$ cat config.mk
export PLATFORM = sky130hd
export DESIGN_NAME = alu_seq
export DESIGN_NICKNAME = d
export VERILOG_FILES = /design/src/rtl/alu_pkg.sv /design/src/rtl/alu_mul_seq.sv /design/src/rtl/alu_seq.sv
export SDC_FILE = /design/constraint.sdc
export NUM_CORES = 1
export LEC_CHECK = 0
export BUFFER_PORTS_ARGS = -buffer_cell sky130_fd_sc_hd__buf_2
export CAP_MARGIN = 20
export CORE_MARGIN = 10
export CORE_UTILIZATION = 25
export DETAILED_ROUTE_END_ITERATION = 10
export HOLD_SLACK_MARGIN = 0.02
export PLACE_DENSITY = 0.42
export SYNTH_ARGS = -nofsm -noshare
export SYNTH_HDL_FRONTEND = slang
export SYNTH_HIERARCHICAL = 1
export SYNTH_SLANG_ARGS = --single-unit
$ cat constraint.sdc
create_clock -name clk -period 4.8 [get_ports clk]
set_input_delay 0.72 -clock clk [delete_from_list [all_inputs] [get_ports clk]]
set_output_delay 0.72 -clock clk [all_outputs]
set_load 0.005 [all_outputs]
$ cat src/rtl/alu_pkg.sv
// Shared types for the handshaked ALU: opcode encoding, flag bit positions and FSM states.
package alu_pkg;

  typedef enum logic [2:0] {
    OP_ADD = 3'b000,
    OP_SUB = 3'b001,
    OP_AND = 3'b010,
    OP_OR  = 3'b011,
    OP_NOT = 3'b100,
    OP_XOR = 3'b101,
    OP_SHL = 3'b110,
    OP_MUL = 3'b111
  } alu_op_e;

  localparam int FLAG_C = 3;
  localparam int FLAG_Z = 2;
  localparam int FLAG_N = 1;
  localparam int FLAG_V = 0;

  typedef enum logic {
    ST_IDLE = 1'b0,
    ST_MUL  = 1'b1
  } alu_state_e;

endpackage

$ cat src/rtl/alu_mul_seq.sv
// Sequential shift-add multiplier: one step per cycle, WIDTH steps, full 2*WIDTH product.
module alu_mul_seq #(
  parameter int WIDTH = 8
) (
  input  logic               clk,
  input  logic               rst,
  input  logic               start,
  input  logic [WIDTH-1:0]   a,
  input  logic [WIDTH-1:0]   b,
  output logic               done,
  output logic [2*WIDTH-1:0] product
);

  localparam int CW = $clog2(WIDTH + 1);

  logic               busy;
  logic [CW-1:0]      cnt;
  logic [2*WIDTH-1:0] mcand;
  logic [2*WIDTH-1:0] acc;
  logic [WIDTH-1:0]   mplier;
  logic [2*WIDTH-1:0] acc_nxt;

  // product and done are presented combinationally so the caller captures them on the last step edge
  assign acc_nxt = mplier[0] ? (acc + mcand) : acc;
  assign product = acc_nxt;
  assign done    = busy && (cnt == CW'(WIDTH - 1));

  always_ff @(posedge clk or posedge rst) begin
    if (rst) begin
      busy   <= 1'b0;
      cnt    <= '0;
      mcand  <= '0;
      acc    <= '0;
      mplier <= '0;
    end else if (start) begin
      busy   <= 1'b1;
      cnt    <= '0;
      mcand  <= {{WIDTH{1'b0}}, a};
      acc    <= '0;
      mplier <= b;
    end else if (busy) begin
      acc    <= acc_nxt;
      mcand  <= mcand << 1;
      mplier <= mplier >> 1;
      cnt    <= cnt + CW'(1);
      if (done) busy <= 1'b0;
    end
  end

endmodule

$ cat src/rtl/alu_seq.sv
// Handshaked WIDTH-bit ALU with registered result/flags. Define ALU_MUL_EN to build the
// multi-cycle multiplier for opcode 111; otherwise that opcode completes at once flagged illegal.
module alu_seq
  import alu_pkg::*;
#(
  parameter int WIDTH = 8
) (
  input  logic             clk,
  input  logic             rst,
  input  logic             in_valid,
  output logic             in_ready,
  input  logic [WIDTH-1:0] a,
  input  logic [WIDTH-1:0] b,
  input  logic [2:0]       opcode,
  output logic             out_valid,
  input  logic             out_ready,
  output logic [WIDTH-1:0] result,
  output logic [3:0]       flags,
  output logic             illegal
);

  localparam int SHW = $clog2(WIDTH);

  function automatic logic [3:0] mk_flags(input logic [WIDTH-1:0] r, input logic c, input logic v);
    logic [3:0] f;
    f         = '0;
    f[FLAG_C] = c;
    f[FLAG_Z] = (r == '0);
    f[FLAG_N] = r[WIDTH-1];
    f[FLAG_V] = v;
    return f;
  endfunction

  alu_op_e          op;
  logic             accept;
  logic             load_op;
  logic [WIDTH:0]   add_w;
  logic [WIDTH-1:0] res_c;
  logic             c_c;
  logic             v_c;
  logic             ill_c;

  assign op     = alu_op_e'(opcode);
  assign accept = in_valid && in_ready;

  always_comb begin
    add_w = '0;
    res_c = '0;
    c_c   = 1'b0;
    v_c   = 1'b0;
    ill_c = 1'b0;
    case (op)
      OP_ADD: begin
        add_w = {1'b0, a} + {1'b0, b};
        res_c = add_w[WIDTH-1:0];
        c_c   = add_w[WIDTH];
        v_c   = (a[WIDTH-1] == b[WIDTH-1]) && (res_c[WIDTH-1] != a[WIDTH-1]);
      end
      OP_SUB: begin
        res_c = a - b;
        c_c   = (a < b);
        v_c   = (a[WIDTH-1] != b[WIDTH-1]) && (res_c[WIDTH-1] != a[WIDTH-1]);
      end
      OP_AND: res_c = a & b;
      OP_OR:  res_c = a | b;
      OP_NOT: res_c = ~a;
      OP_XOR: res_c = a ^ b;
      OP_SHL: res_c = a << b[SHW-1:0];
      default: begin
`ifdef ALU_MUL_EN
        ill_c = 1'b0;
`else
        ill_c = 1'b1;
`endif
      end
    endcase
  end

`ifdef ALU_MUL_EN
  alu_state_e         state;
  alu_state_e         state_nxt;
  logic               mul_start;
  logic               mul_done;
  logic [2*WIDTH-1:0] mul_prod;

  assign in_ready = !rst && (state == ST_IDLE) && (!out_valid || out_ready);
  assign load_op  = accept && (op != OP_MUL);

  alu_mul_seq #(.WIDTH(WIDTH)) u_mul (
    .clk     (clk),
    .rst     (rst),
    .start   (mul_start),
    .a       (a),
    .b       (b),
    .done    (mul_done),
    .product (mul_prod)
  );

  always_ff @(posedge clk or posedge rst) begin
    if (rst) state <= ST_IDLE;
    else     state <= state_nxt;
  end

  always_comb begin
    state_nxt = state;
    mul_start = 1'b0;
    case (state)
      ST_IDLE: begin
        if (accept && (op == OP_MUL)) begin
          state_nxt = ST_MUL;
          mul_start = 1'b1;
        end
      end
      ST_MUL: if (mul_done) state_nxt = ST_IDLE;
      default: state_nxt = ST_IDLE;
    endcase
  end
`else
  assign in_ready = !rst && (!out_valid || out_ready);
  assign load_op  = accept;
`endif

  // ---- output register stage: loads from the single-cycle path or the multiplier's last step
  always_ff @(posedge clk or posedge rst) begin
    if (rst) begin
      out_valid <= 1'b0;
      result    <= '0;
      flags     <= '0;
      illegal   <= 1'b0;
    end else if (load_op) begin
      out_valid <= 1'b1;
      result    <= res_c;
      flags     <= mk_flags(res_c, c_c, v_c);
      illegal   <= ill_c;
`ifdef ALU_MUL_EN
    end else if (mul_done) begin
      out_valid <= 1'b1;
      result    <= mul_prod[WIDTH-1:0];
      flags     <= mk_flags(mul_prod[WIDTH-1:0], |mul_prod[2*WIDTH-1:WIDTH], 1'b0);
      illegal   <= 1'b0;
`endif
    end else if (out_ready) begin
      out_valid <= 1'b0;
    end
  end

endmodule

After elaboration in Yosys (flattened, before gate mapping)
Cells that the tools add are included.
{ "word_totals": {"word_cells": 39, "ff_bits": 14, "output_inout_bits": 15, "input_bits": 23} }
{ "classes": {"reduce_logical": 11, "magnitude_cmp": 1, "bitwise_logic": 4, "addsub": 2, "shifts": 1, "mux": 6, "n_eq_ne": 10} }
{ "ops": {"columns": ["operator", "n"], "rows": [
  ["$pmux 8 s7", 1],
  ["$add 8x8->9", 1],
  ["$eq 3x3->1 const B", 3],
  ["$and 8x8->8", 1],
  ["$logic_not 8->1", 1],
  ["$lt 8x8->1", 1],
  ["$not 8->8", 1],
  ["$or 8x8->8", 1],
  ["$shl 8x3->8", 1],
  ["$sub 8x8->8", 1],
  ["$xor 8x8->8", 1],
  ["$reduce_or 7->1", 1],
  ["$eq 3x2->1 const B", 2],
  ["$logic_and 1x1->1", 4],
  ["$pmux 1 s2", 2],
  ["$eq 3x1->1 const B", 1],
  ["$logic_not 3->1", 1],
  ["$mux 1", 3],
  ["$ne 1x1->1", 3],
  ["$logic_not 1->1", 2],
  ["$reduce_bool 2->1", 1],
  ["$eq 1x1->1", 1],
  ["$logic_or 1x1->1", 1]
]} }

Logic depth before layout (Yosys ltp)
{ "depth": {"ltp_word": 5, "depth_mapped": 11, "depth_no_buf": 11} }

Least setup slack after synthesis
Ideal clock, no wire load.
{ "synth_path": {"path_kind": "input-to-reg", "start": "input port a[0]", "end": "register flags[2]", "t_arrival_ps": 2746, "path_slack_ps": 1951, "required_ps": 4696, "n_path_buf": 0, "setup_ps": 104, "path_stages": 11, "cell_sequence": "inv_1 > ha_1 > inv_1 > fa_1 > nor2b_1 > nor4_1 > a211oi_2 > xnor2_1 > a221o_1 > or3_1 > o41ai_2"} }
{ "synth_via": {"elab_chain_cells": 3, "word_cells_on_any_way": 9, "cone_classes": "add/sub (2); shift (1); mux (1); bitwise (4); reduce/logical (1)"} }
{ "synth_rtl": {"columns": ["element", "line_no", "text"], "rows": [
  ["from (decl)", "alu_seq.sv:12", "input logic [WIDTH-1:0] a,"],
  ["$sub 8x8->8, or another cell as far along", "alu_seq.sv:60", "res_c = a - b;"],
  ["$pmux 8 s7 (*)", "alu_seq.sv:52", "case (op)"],
  ["$logic_not 8->1 (*)", "alu_seq.sv:28", "f[FLAG_Z] = (r == '0);"],
  ["to (signal assigned)", "alu_seq.sv:133", "flags <= mk_flags(res_c, c_c, v_c);"],
  ["to (decl)", "alu_seq.sv:18", "output logic [3:0] flags,"]
]} }
Mark *: on every way between the ends. The rest lies on a longest branch, timed or not.
A chain may end at the register's enable or synchronous reset.

Final worst setup path
{ "layout_path": {"start": "input port b[0]", "end": "register flags[2]"} }
{ "layout_via": {"elab_chain_cells": 3, "word_cells_on_any_way": 8, "cone_classes": "add/sub (2); shift (1); mux (1); bitwise (3); reduce/logical (1)"} }
{ "layout_rtl": {"columns": ["element", "line_no", "text"], "rows": [
  ["from (decl)", "alu_seq.sv:13", "input logic [WIDTH-1:0] b,"],
  ["$sub 8x8->8, or another cell as far along", "alu_seq.sv:60", null],
  ["$pmux 8 s7 (*)", "alu_seq.sv:52", null],
  ["$logic_not 8->1 (*)", "alu_seq.sv:28", null]
]} }
Marks and branches as above.

==> summary.txt <==
die width - 108 µm
Post-Route Setup TNS - 0 ps
Worst setup EP type - flop
Max Cap Violations - 0
clock slew at reported path FFs - 60 ps
top post-synthesis cells by count - 26 x inv_1, 25 x ha_1, 20 x a21oi_1, 20 x nor2_1, 17 x nand2_1
Critical Path RT - 4940 ps
most frequent cell after synthesis - inv_1
clock period minus worst slack - 3070 ps
clock skew - 5.54 ps
Via density - 5.01
Antenna Cells - 0
Slew @ Worst Pin - 701 ps
CP max FO - 12
GPL Wtd Cong - 0.787
PortBufs - 37
Pwr Density - 201 nW/µm²
via count - 1873
clock sinks - 13
ys flop type - dfrtp_1
CTS Buf Count - 3
Pins Over Slew Limit - 0
Seq cells post-synth - 13
DIE AREA - 11700 µm²
largest net degree at the start of global routing - 33
gr ovfl total - 0
post-route ant nets - 0
final WL - 5880 µm
initial antenna violation count - 0
EDFF count, synth - 0
RSZ-0062 raised after global routing - false
Critical Path AT - 3210 ps
CTS resizes - 0
Mapped Cells - 246
Post-CTS Hold Fix Bufs - 0
Placed Cells - 370
VDD IR max - 0.0000672 V
number of detailed-route iterations in the first pass - 4
Starting Density - 25.3%
Worst-Skew Late Latency - 240 ps
Die Ht - 108 µm
CP Launch Type - input port
CTS tree - built
fraction of layout cells with a size suffix above 1 - 18.8%
post-CTS setup buffer count - 0
clock root buffer - clkbuf_8
WL per Instance - 15.7 µm
ys async rst share - 100%
Synth Net Count - 296
non-filler instance count after layout - 374
Core ar. - 7650 µm²
Iteration-0 DRC Markers - 118
Avg Inst Size Synth - 7.88 µm²
# IOs - 38
Total Routing Usage GR - 9.57%
H-Tree Level Count - 1
area delta synth->final - 14.1%
clock buffer depth - 2
outcome - complete, no violations
Hold Vio Cnt, Final - 0
Critical Setup Path Class - input port to flop
Rel. slew slack - 52.9%
main area contributors after synthesis - dfrtp_1 17%, ha_1 16%, a21oi_1 5.2%
Core Util, Final - 28.9%
yosys warns - 6
Area after DPL - 2170 µm²
post-synth top area cell - dfrtp_1
Hold WC Path Type - flop to flop
num rows - 32
final setup fails - 0
Final nets - 323
Final period util - 64.0%
Leak - 0.00107 µW
Fmax achieved - 0.326 GHz
vias in the first global route - 1761
hpwl dp - 4800 µm
Reg2Reg Setup Slack - 2630 ps
cell area after synthesis - 1940 µm²
DRC - 0
sequential area share after synthesis - 16.8%
Synth top area share - 16.8%
first-pass GRT wire length - 9300 µm
synth unique cells - 54
Finished Cell Area - 2210 µm²
critical path: stages:
cell	delay, ps
buf_2	250
ha_1	240
inv_1	60
fa_1	370
nor2b_1	160
nor4_1	270
a211oi_2	100
xnor2_1	150
a221o_1	320
or3_1	370
o41ai_2	190
registers in the layout (all words and copies together), names as in the netlist:
signal     cells
result         7
flags          4
illegal        1
out_valid      1
kinds of logic after synthesis:
group | count (synthesis) | synth area share [%]
compound gates | 82 | 29.8
simple gates | 67 | 17.1
buf+inv | 42 | 9.55
fa+ha+maj | 27 | 18.2
flops | 13 | 16.8
xor+xnor | 8 | 3.62
mux | 7 | 4.97
cell type report:
class                   count  area, µm²
inverters                  27        101
well taps                 102        128
fillers                   836       5440
flip-flops and latches     13        325
clock buffers               4       45.0
repair buffers             37        185
multi-input cells         191       1430
stage by stage:
stage	power, µW	setup slack [ps]	hold slack, ps
after global routing	481	1520	503
after global placement	352	1500	458
after CTS	449	1700	483
after floorplan	281	1950	473
after detailed placement	350	1450	465
final	444	1730	473
layout by cell type, fill, tap and decap left out, drive strengths merged, types with 3 or more instances in the layout:
cell type  count
a211oi         3
a21oi         20
a221oi         5
a22o           9
a31oi          3
buf           37
clkbuf         4
dfrtp         13
ha            25
inv           27
mux2i          4
nand2         17
nand2b         4
nand3          4
nor2          20
nor2b          7
nor3           3
nor4           3
o21ai         17
o22ai          3
o31ai          3
xnor2          7
layer usage:
| metal | global-route usage, % | part of all wire (%) | vias up |
|---|---|---|---|
| met4 | 2.29 | 1.0 | 0 |
| met2 | 15.5 | 46 | 45 |
| met5 | 0 | 0 | - |
| met1 | 12.8 | 47 | 884 |
| li1 | - | - | 937 |
| met3 | 1.67 | 5.8 | 7 |
power breakdown:
part	switching [µW]	internal, µW	leakage [µW]
Sequential	9.23	127	0.000167
Combinational	120	90.3	0.000878
Clock	39.0	58.6	0.0000228
Total	168	276	0.00107
path summary, 6_finish.rpt:
check	start	endpoint	cells after the start
hold reg to reg	illegal	illegal	2
min in group asynchronous	rst	result[4]	2
max in group asynchronous	rst	out_valid	2
setup / recovery	b[0]	flags[2]	11
setup reg to reg	out_valid	flags[2]	7
hold / removal	illegal	illegal	2
Power figures use the tool's default switching activity.
